==> config.mk <==
export PLATFORM = sky130hd
export DESIGN_NAME = mem_access_ctrl
export DESIGN_NICKNAME = d
export VERILOG_FILES = /design/src/rtl/mem_access_ctrl.sv
export SDC_FILE = /design/constraint.sdc
export NUM_CORES = 1
export LEC_CHECK = 0
export ABC_AREA = 1
export CAP_MARGIN = 20
export CORE_MARGIN = 2
export CORE_UTILIZATION = 45
export CTS_BUF_LIST = sky130_fd_sc_hd__clkbuf_2 sky130_fd_sc_hd__clkbuf_4 sky130_fd_sc_hd__clkbuf_8
export DETAILED_ROUTE_END_ITERATION = 7
export PLACE_DENSITY = 0.7
export SYNTH_ARGS = -nofsm -noshare
export SYNTH_HDL_FRONTEND = slang
export SYNTH_SLANG_ARGS = --single-unit
==> constraint.sdc <==
create_clock -name clk_i -period 1.75 [get_ports clk_i]
set_input_delay 0.35 -clock clk_i [delete_from_list [all_inputs] [get_ports clk_i]]
set_output_delay 0.35 -clock clk_i [all_outputs]
set_load 0.01 [all_outputs]
==> src/rtl/mem_access_ctrl.sv <==
// ---------------------------------------------------------------------------
// mem_access_ctrl
//   Memory-stage access controller. Sequences a load/store to either the
//   data memory (fixed wait states) or the UART (request held until ack) and
//   stalls the pipeline for the duration of the access.
//
//   Optional feature: define MEM_CTRL_UART_TIMEOUT_EN to abandon a UART
//   access that is not acknowledged within TIMEOUT_CYC cycles (err_o pulse).
//
// Parameters
//   DM_WAIT      data-memory wait states per access (0..15)
//   TIMEOUT_CYC  UART no-ack limit in cycles (1..65535), timeout build only
//
// Ports
//   clk_i        clock, rising edge
//   rst_i        asynchronous active-high reset
//   req_valid_i  memory-stage instruction is a load or store
//   cs_dm_i      access targets data memory
//   cs_uart_i    access targets UART
//   uart_ack_i   UART has completed the current access
//   stall_o      hold pipeline registers
//   dm_en_o      data-memory access enable
//   uart_req_o   UART request, held until acknowledged
//   done_o       one-cycle pulse when an access completes
//   busy_o       FSM is not in IDLE
//   err_o        one-cycle pulse on a protocol error (or UART timeout)
// ---------------------------------------------------------------------------
module mem_access_ctrl #(
    parameter int unsigned DM_WAIT     = 2,
    parameter int unsigned TIMEOUT_CYC = 255
) (
    input  logic clk_i,
    input  logic rst_i,
    input  logic req_valid_i,
    input  logic cs_dm_i,
    input  logic cs_uart_i,
    input  logic uart_ack_i,
    output logic stall_o,
    output logic dm_en_o,
    output logic uart_req_o,
    output logic done_o,
    output logic busy_o,
    output logic err_o
);

    localparam int unsigned WAIT_W = 4;
    localparam int unsigned TO_W   = 16;

    // Elaboration-time parameter range checks
    if (DM_WAIT > 15) begin : g_bad_dm_wait
        $error("mem_access_ctrl: DM_WAIT out of range 0..15");
    end
    if (TIMEOUT_CYC < 1 || TIMEOUT_CYC > 65535) begin : g_bad_timeout
        $error("mem_access_ctrl: TIMEOUT_CYC out of range 1..65535");
    end

    // Counter reload: the entry cycle is the first wait state
    localparam logic [WAIT_W-1:0] DM_LOAD = (DM_WAIT > 0) ? WAIT_W'(DM_WAIT - 1) : '0;

    typedef enum logic [1:0] {
        IDLE      = 2'd0,
        DM_BUSY   = 2'd1,
        UART_BUSY = 2'd2
    } state_t;

    state_t              state;
    state_t              state_nxt;
    logic [WAIT_W-1:0]   wait_cnt;
    logic [WAIT_W-1:0]   wait_nxt;

    logic stall_c;
    logic dm_en_c;
    logic uart_req_c;
    logic done_c;
    logic err_c;

`ifdef MEM_CTRL_UART_TIMEOUT_EN
    // Timeout fires in the cycle the incremented count reaches TIMEOUT_CYC-1
    localparam logic [TO_W:0] TO_LIMIT = (TO_W+1)'(TIMEOUT_CYC - 1);

    logic [TO_W-1:0] to_cnt;
    logic [TO_W-1:0] to_nxt;
    logic            to_hit;

    assign to_hit = (({1'b0, to_cnt} + (TO_W+1)'(1)) >= TO_LIMIT);
`endif

    // State and counter registers
    always_ff @(posedge clk_i or posedge rst_i) begin
        if (rst_i) begin
            state    <= IDLE;
            wait_cnt <= '0;
`ifdef MEM_CTRL_UART_TIMEOUT_EN
            to_cnt   <= '0;
`endif
        end else begin
            state    <= state_nxt;
            wait_cnt <= wait_nxt;
`ifdef MEM_CTRL_UART_TIMEOUT_EN
            to_cnt   <= to_nxt;
`endif
        end
    end

    // Next-state and same-cycle handshake decode
    always_comb begin
        state_nxt  = state;
        wait_nxt   = wait_cnt;
        stall_c    = 1'b0;
        dm_en_c    = 1'b0;
        uart_req_c = 1'b0;
        done_c     = 1'b0;
        err_c      = 1'b0;
`ifdef MEM_CTRL_UART_TIMEOUT_EN
        to_nxt     = to_cnt;
`endif

        unique case (state)
            IDLE: begin
                if (req_valid_i) begin
                    if (cs_dm_i && cs_uart_i) begin
                        // Ambiguous decode: flag it and touch neither target
                        err_c = 1'b1;
                    end else if (cs_dm_i) begin
                        dm_en_c = 1'b1;
                        if (DM_WAIT == 0) begin
                            done_c = 1'b1;
                        end else begin
                            stall_c   = 1'b1;
                            wait_nxt  = DM_LOAD;
                            state_nxt = DM_BUSY;
                        end
                    end else if (cs_uart_i) begin
                        uart_req_c = 1'b1;
                        stall_c    = 1'b1;
                        state_nxt  = UART_BUSY;
`ifdef MEM_CTRL_UART_TIMEOUT_EN
                        to_nxt     = '0;
`endif
                    end
                end
            end

            // Request inputs are held by the stalled pipeline, so ignored here
            DM_BUSY: begin
                dm_en_c = 1'b1;
                if (wait_cnt != '0) begin
                    stall_c  = 1'b1;
                    wait_nxt = wait_cnt - WAIT_W'(1);
                end else begin
                    done_c    = 1'b1;
                    state_nxt = IDLE;
                end
            end

            UART_BUSY: begin
                uart_req_c = 1'b1;
                if (uart_ack_i) begin
                    // Ack wins over a coincident timeout
                    done_c    = 1'b1;
                    state_nxt = IDLE;
                end else begin
`ifdef MEM_CTRL_UART_TIMEOUT_EN
                    if (to_hit) begin
                        err_c     = 1'b1;
                        state_nxt = IDLE;
                    end else begin
                        stall_c = 1'b1;
                        to_nxt  = to_cnt + TO_W'(1);
                    end
`else
                    stall_c = 1'b1;
`endif
                end
            end

            default: begin
                state_nxt = IDLE;
            end
        endcase
    end

    // Reset blanks everything at once, even with a request still presented
    assign stall_o    = stall_c    & ~rst_i;
    assign dm_en_o    = dm_en_c    & ~rst_i;
    assign uart_req_o = uart_req_c & ~rst_i;
    assign done_o     = done_c     & ~rst_i;
    assign err_o      = err_c      & ~rst_i;
    assign busy_o     = (state != IDLE) & ~rst_i;

endmodule

## Yosys cells after proc, flatten, opt, wreduce, memory -nomap -nowiden

Cells that the tools add are included.

| storage, ports and cells | value |
|---|---|
| register bits | 6 |
| logic and storage cells | 59 |
| output and inout port bits | 6 |
| input bits | 6 |

| operators by class | value |
|---|---|
| $add $sub $neg | 1 |
| equal/unequal tests | 9 |
| muxes and demuxes | 33 |
| bitwise logic cells | 7 |
| reductions and logical operators | 7 |

Operator list:

| cell | count |
|---|---|
| $mux W1 | 17 |
| $mux W4 | 4 |
| $mux W2 | 6 |
| $ne A2 B2 Y1 const B | 6 |
| $reduce_and A5 Y1 | 2 |
| $pmux W4 S2 | 1 |
| $and A1 B1 Y1 | 6 |
| $pmux W1 S2 | 3 |
| $pmux W2 S3 | 1 |
| $reduce_bool A2 Y1 | 2 |
| $reduce_bool A4 Y1 | 1 |
| $sub A4 B1 Y4 const B | 1 |
| $ne A3 B3 Y1 const B | 1 |
| $pmux W1 S3 | 1 |
| $eq A2 B1 Y1 const B | 1 |
| $eq A2 B2 Y1 const B | 1 |
| $logic_not A2 Y1 | 1 |
| $logic_and A1 B1 Y1 | 1 |
| $not A1 Y1 | 1 |

## Logic depth before layout (Yosys ltp)

| logic depth | value |
|---|---|
| depth in word-level cells | 6 |
| gate-level depth with buffers | 10 |
| depth with buffers taken out | 9 |

## Least setup slack after synthesis

OpenSTA, ideal clock, no wires.

| path | value |
|---|---|
| path kind | reg2out |
| start | reg state[0] |
| end | out stall_o |
| setup slack | 0.228 ns |
| stages on the path, launching flop included | 8 |
| arrival time | 1.172 ns |
| path buffers | 0 |
| cell sequence | dfrtp_1 > inv_1 > ha_1 > inv_1 > or2_2 > nand3_1 > nand2_1 > inv_1 |

| on the way | value |
|---|---|
| longest elaborated chain between the ends | 3 |
| elaborated cells between the ends (all ways) | 5 |
| those cells by class | eq/ne (2); mux (1); bitwise (1); reduce/logical (1) |

Ends and longest elaborated chain:

| item | line | text |
|---|---|---|
| start: declaration | 66 | `state_t state;` |
| start signal: assignment | 97 | `state <= state_nxt;` |
| $eq A2 B2 Y1, or another cell as far along | 118 | `unique case (state)` |
| $pmux W1 S3 (*) | 118 |  |
| $and A1 B1 Y1 (*) | 184 | `assign stall_o = stall_c & ~rst_i;` |
| end: declaration | 38 | `output logic stall_o,` |

Every way passes the cells marked *; elsewhere a longest branch is shown, timed or not.

## Worst setup path in the final report

| path | value |
|---|---|
| start | reg state[1] |
| end | out stall_o |

Same word-level chain as after synthesis.

==> flow_metrics.py <==
metrics = {
    "outcome": {
        "outcome": "complete, but fails checks",
        "violations": "negative setup slack",
    },
    "route": {
        "initialDrtViolationCount": 11,
        "first_pass_iters": 4,
        "ant_nets": 0,
        "wl_per_cell_um": 11.9,
        "via_count": 715,
        "route.detailed.drc": 0,
        "wl_um": 1770,
        "vias_per_cell": 4.80,
    },
    "setup_path": {
        "required_ns": 1.40,
        "r2r_cells": 10,
        "startpoint_type": "flop",
        "r2r-start": "state[1]",
        "reg2reg_to": "wait_cnt[0]",
        "cp.arrival_ns": 1.42,
        "r2r_setup_slack_ns": 0.15,
        "worstPathMaxFanout": 3,
        "worstSetupPathType": "reg -> out",
        "critPathCaptureType": "primary output",
    },
    "floorplan": {
        "io_pins": 12,
        "initial_core_util_pct": 49.5,
        "die_h_um": 42.3,
        "num_rows": 13,
        "die_area_um2": 1790,
        "die_w_um": 42.3,
        "core-area_um2": 1330,
    },
    "layout": {
        "area_growth_pct": 55.7,
        "final_cells": 149,
        "stdcell_area_um2": 1030,
        "n_fill_cell": 103,
        "antenna_cells": 0,
        "nets": 152,
        "multi_input_area_um2": 503,
        "seqCellArea_um2": 150,
        "drive_above_1_share_pct": 41.8,
    },
    "placed_design": {
        "place_inst": 145,
        "io_buffers": 11,
        "placed_area_um2": 951,
        "dp_hpwl_um": 1320,
        "gp_routability_congestion": 0.808,
        "place_ws_ns": -0.507,
    },
    "grt": {
        "track_usage_pct": 23.4,
        "grt_overflow": 0,
        "grt_max_degree": 10,
        "grt_pass1_vias": 770,
        "antenna_found_initial": 0,
        "grt_pass1_wl_um": 3190,
    },
    "sta": {
        "slew_violations": 0,
        "rsz0062_at_grt": "yes",
        "worstMarginPinSlew_ns": 0.213,
        "layout_setup_ws_ns": -0.0191,
        "finalSetupViolCount": 1,
        "finalHoldViolCount": 0,
        "relSlewSlack_pct": 85.7,
        "finalCritPeriodShare_pct": 101,
        "hold_ws_ns": 0.567,
        "finClkSkew_ns": 0.000825,
        "final.min_clock_period_ns": 1.77,
        "clock.fmax_mhz": 565,
    },
    "power_and_ir_drop": {
        "sequentialPowerShare_pct": 16.1,
        "clkPwrFrac_pct": 8.6,
        "vdd_drop_max_mv": 0.850,
        "switching_share_pct": 46.9,
        "power_w": 0.00150,
        "intPower_w": 0.000795,
        "p_per_area_nw_per_um2": 1460,
        "combPwrFrac_pct": 75.3,
        "p_leak_nw": 0.583,
        "p_switching_w": 0.000703,
    },
    "clock_tree": {
        "cts_num_sinks": 6,
        "cts_max_level": 1,
        "ctsLongestPathBuffers": 2,
        "clkTransAtPathRegs_ns": 0.04,
        "cts_root_buffer": "clkbuf_4",
        "cts_made_buffers": 3,
        "tritoncts": "yes",
        "clock_latency_ns": 0.25,
    },
    "synth": {
        "synth_top_area_cell": "dfrtp_1",
        "postSynthNetCount": 113,
        "yosysSeqAreaShare_pct": 22.7,
        "netlist_instances": 97,
        "yosys-top-cells-area": "dfrtp_1, ha_1, nand2_1",
        "ys_types": 19,
        "syn_area_um2": 661,
        "synth_warnings": 0,
        "ys_seq_elements": 6,
        "avgSynthCellArea_um2": 6.81,
        "synth_top_area_share_pct": 22.7,
    },
    "job": {
        "maxCapViolations": 0,
    },
    "worst_hold_path": {
        "hold_path_class": "in -> async",
    },
}
through the flow:
stage	util (%)	setup TNS (ns)
6_report	77.1	-0.0191
3_5_place_dp	71.3	-2.88
2_1_floorplan	-	0
4_1_cts	75.8	-0.0245
3_3_place_gp	71.3	-2.57
5_1_grt	77.1	-0.279
critical path, stage by stage, from the launching register on:
cell and delay, ns:
dfrtp_1 0.42, inv_2 0.13, ha_4 0.17, nand2_4 0.06
inv_4 0.06, nand2_1 0.06, nand3_2 0.06, nand2_1 0.05
inv_1 0.05, buf_2 0.12
registers in the layout, indices dropped and copies added (netlist names):
register  flops
state         2
wait_cnt      4
cell type report:
class	count	share of cell area, %
clock buffer	3	2.19
inverter	17	6.45
timing repair buffer	35	26.0
sequential	6	14.6
multi-input combinational	73	48.9
tap	15	1.82
metal layers:
| metal | vias to the layer above | track usage (%) | wire length, um |
|---|---|---|---|
| met5 | - | 0 | 0 |
| met4 | 0 | 3.13 | 0 |
| met3 | 0 | 8.19 | 71 |
| met2 | 14 | 45.2 | 965 |
| met1 | 334 | 24.5 | 735 |
| li1 | 367 | - | - |
power groups by stage:
stage               combinational [W]  sequential, W  clock, W
floorplan                    0.000595       0.000247         0
global placement             0.000960       0.000232         0
detailed placement            0.00100       0.000234         0
CTS                           0.00108       0.000239  0.000136
global route                  0.00126       0.000246  0.000143
finish                        0.00113       0.000241  0.000130
how the worst max path moves through the flow:
| stage | start | to | cells past startpoint |
|---|---|---|---|
| 2_1_floorplan | state[0] | stall_o | 7 |
| 3_3_place_gp | cs_uart_i | stall_o | 8 |
| 3_5_place_dp | cs_uart_i | stall_o | 8 |
| 4_1_cts | state[0] | stall_o | 8 |
| 5_1_grt | state[1] | stall_o | 9 |
| 6_report | state[1] | stall_o | 9 |
Yosys cell counts, drive strengths merged:
cell type,n
a21oi,3
nor2,12
nand4,2
o21ai,2
buf,1
nand3,6
or2,1
nand2,35
dfrtp,6
ha,10
inv,17
xor2,1
nand3b,1
timing repair:
item                                    in CTS  in global routing
hold buffers                                 0                  0
endpoints found under the setup margin       6                  6
gates resized for setup                     37                  8
pin swaps                                    1                  4
setup buffers                                1                  0
logic make-up after synthesis:
kind of cell	share of synthesized area (%)
xor+xnor	1.33
compound gates	4.35
buf+inv	11.4
flops	22.7
fa+ha+maj	18.9
simple gates	41.3
layout by cell type (no fill, tap or decap), types with 4 or more instances in the layout:
cell type,netlist,routed
nand2_1,32,30
buf_4,0,23
inv_1,17,12
nor2_1,9,9
ha_1,10,7
dfrtp_1,6,6
inv_2,0,4
buf_2,0,4
Note: power is estimated with default switching activity, not from simulation.
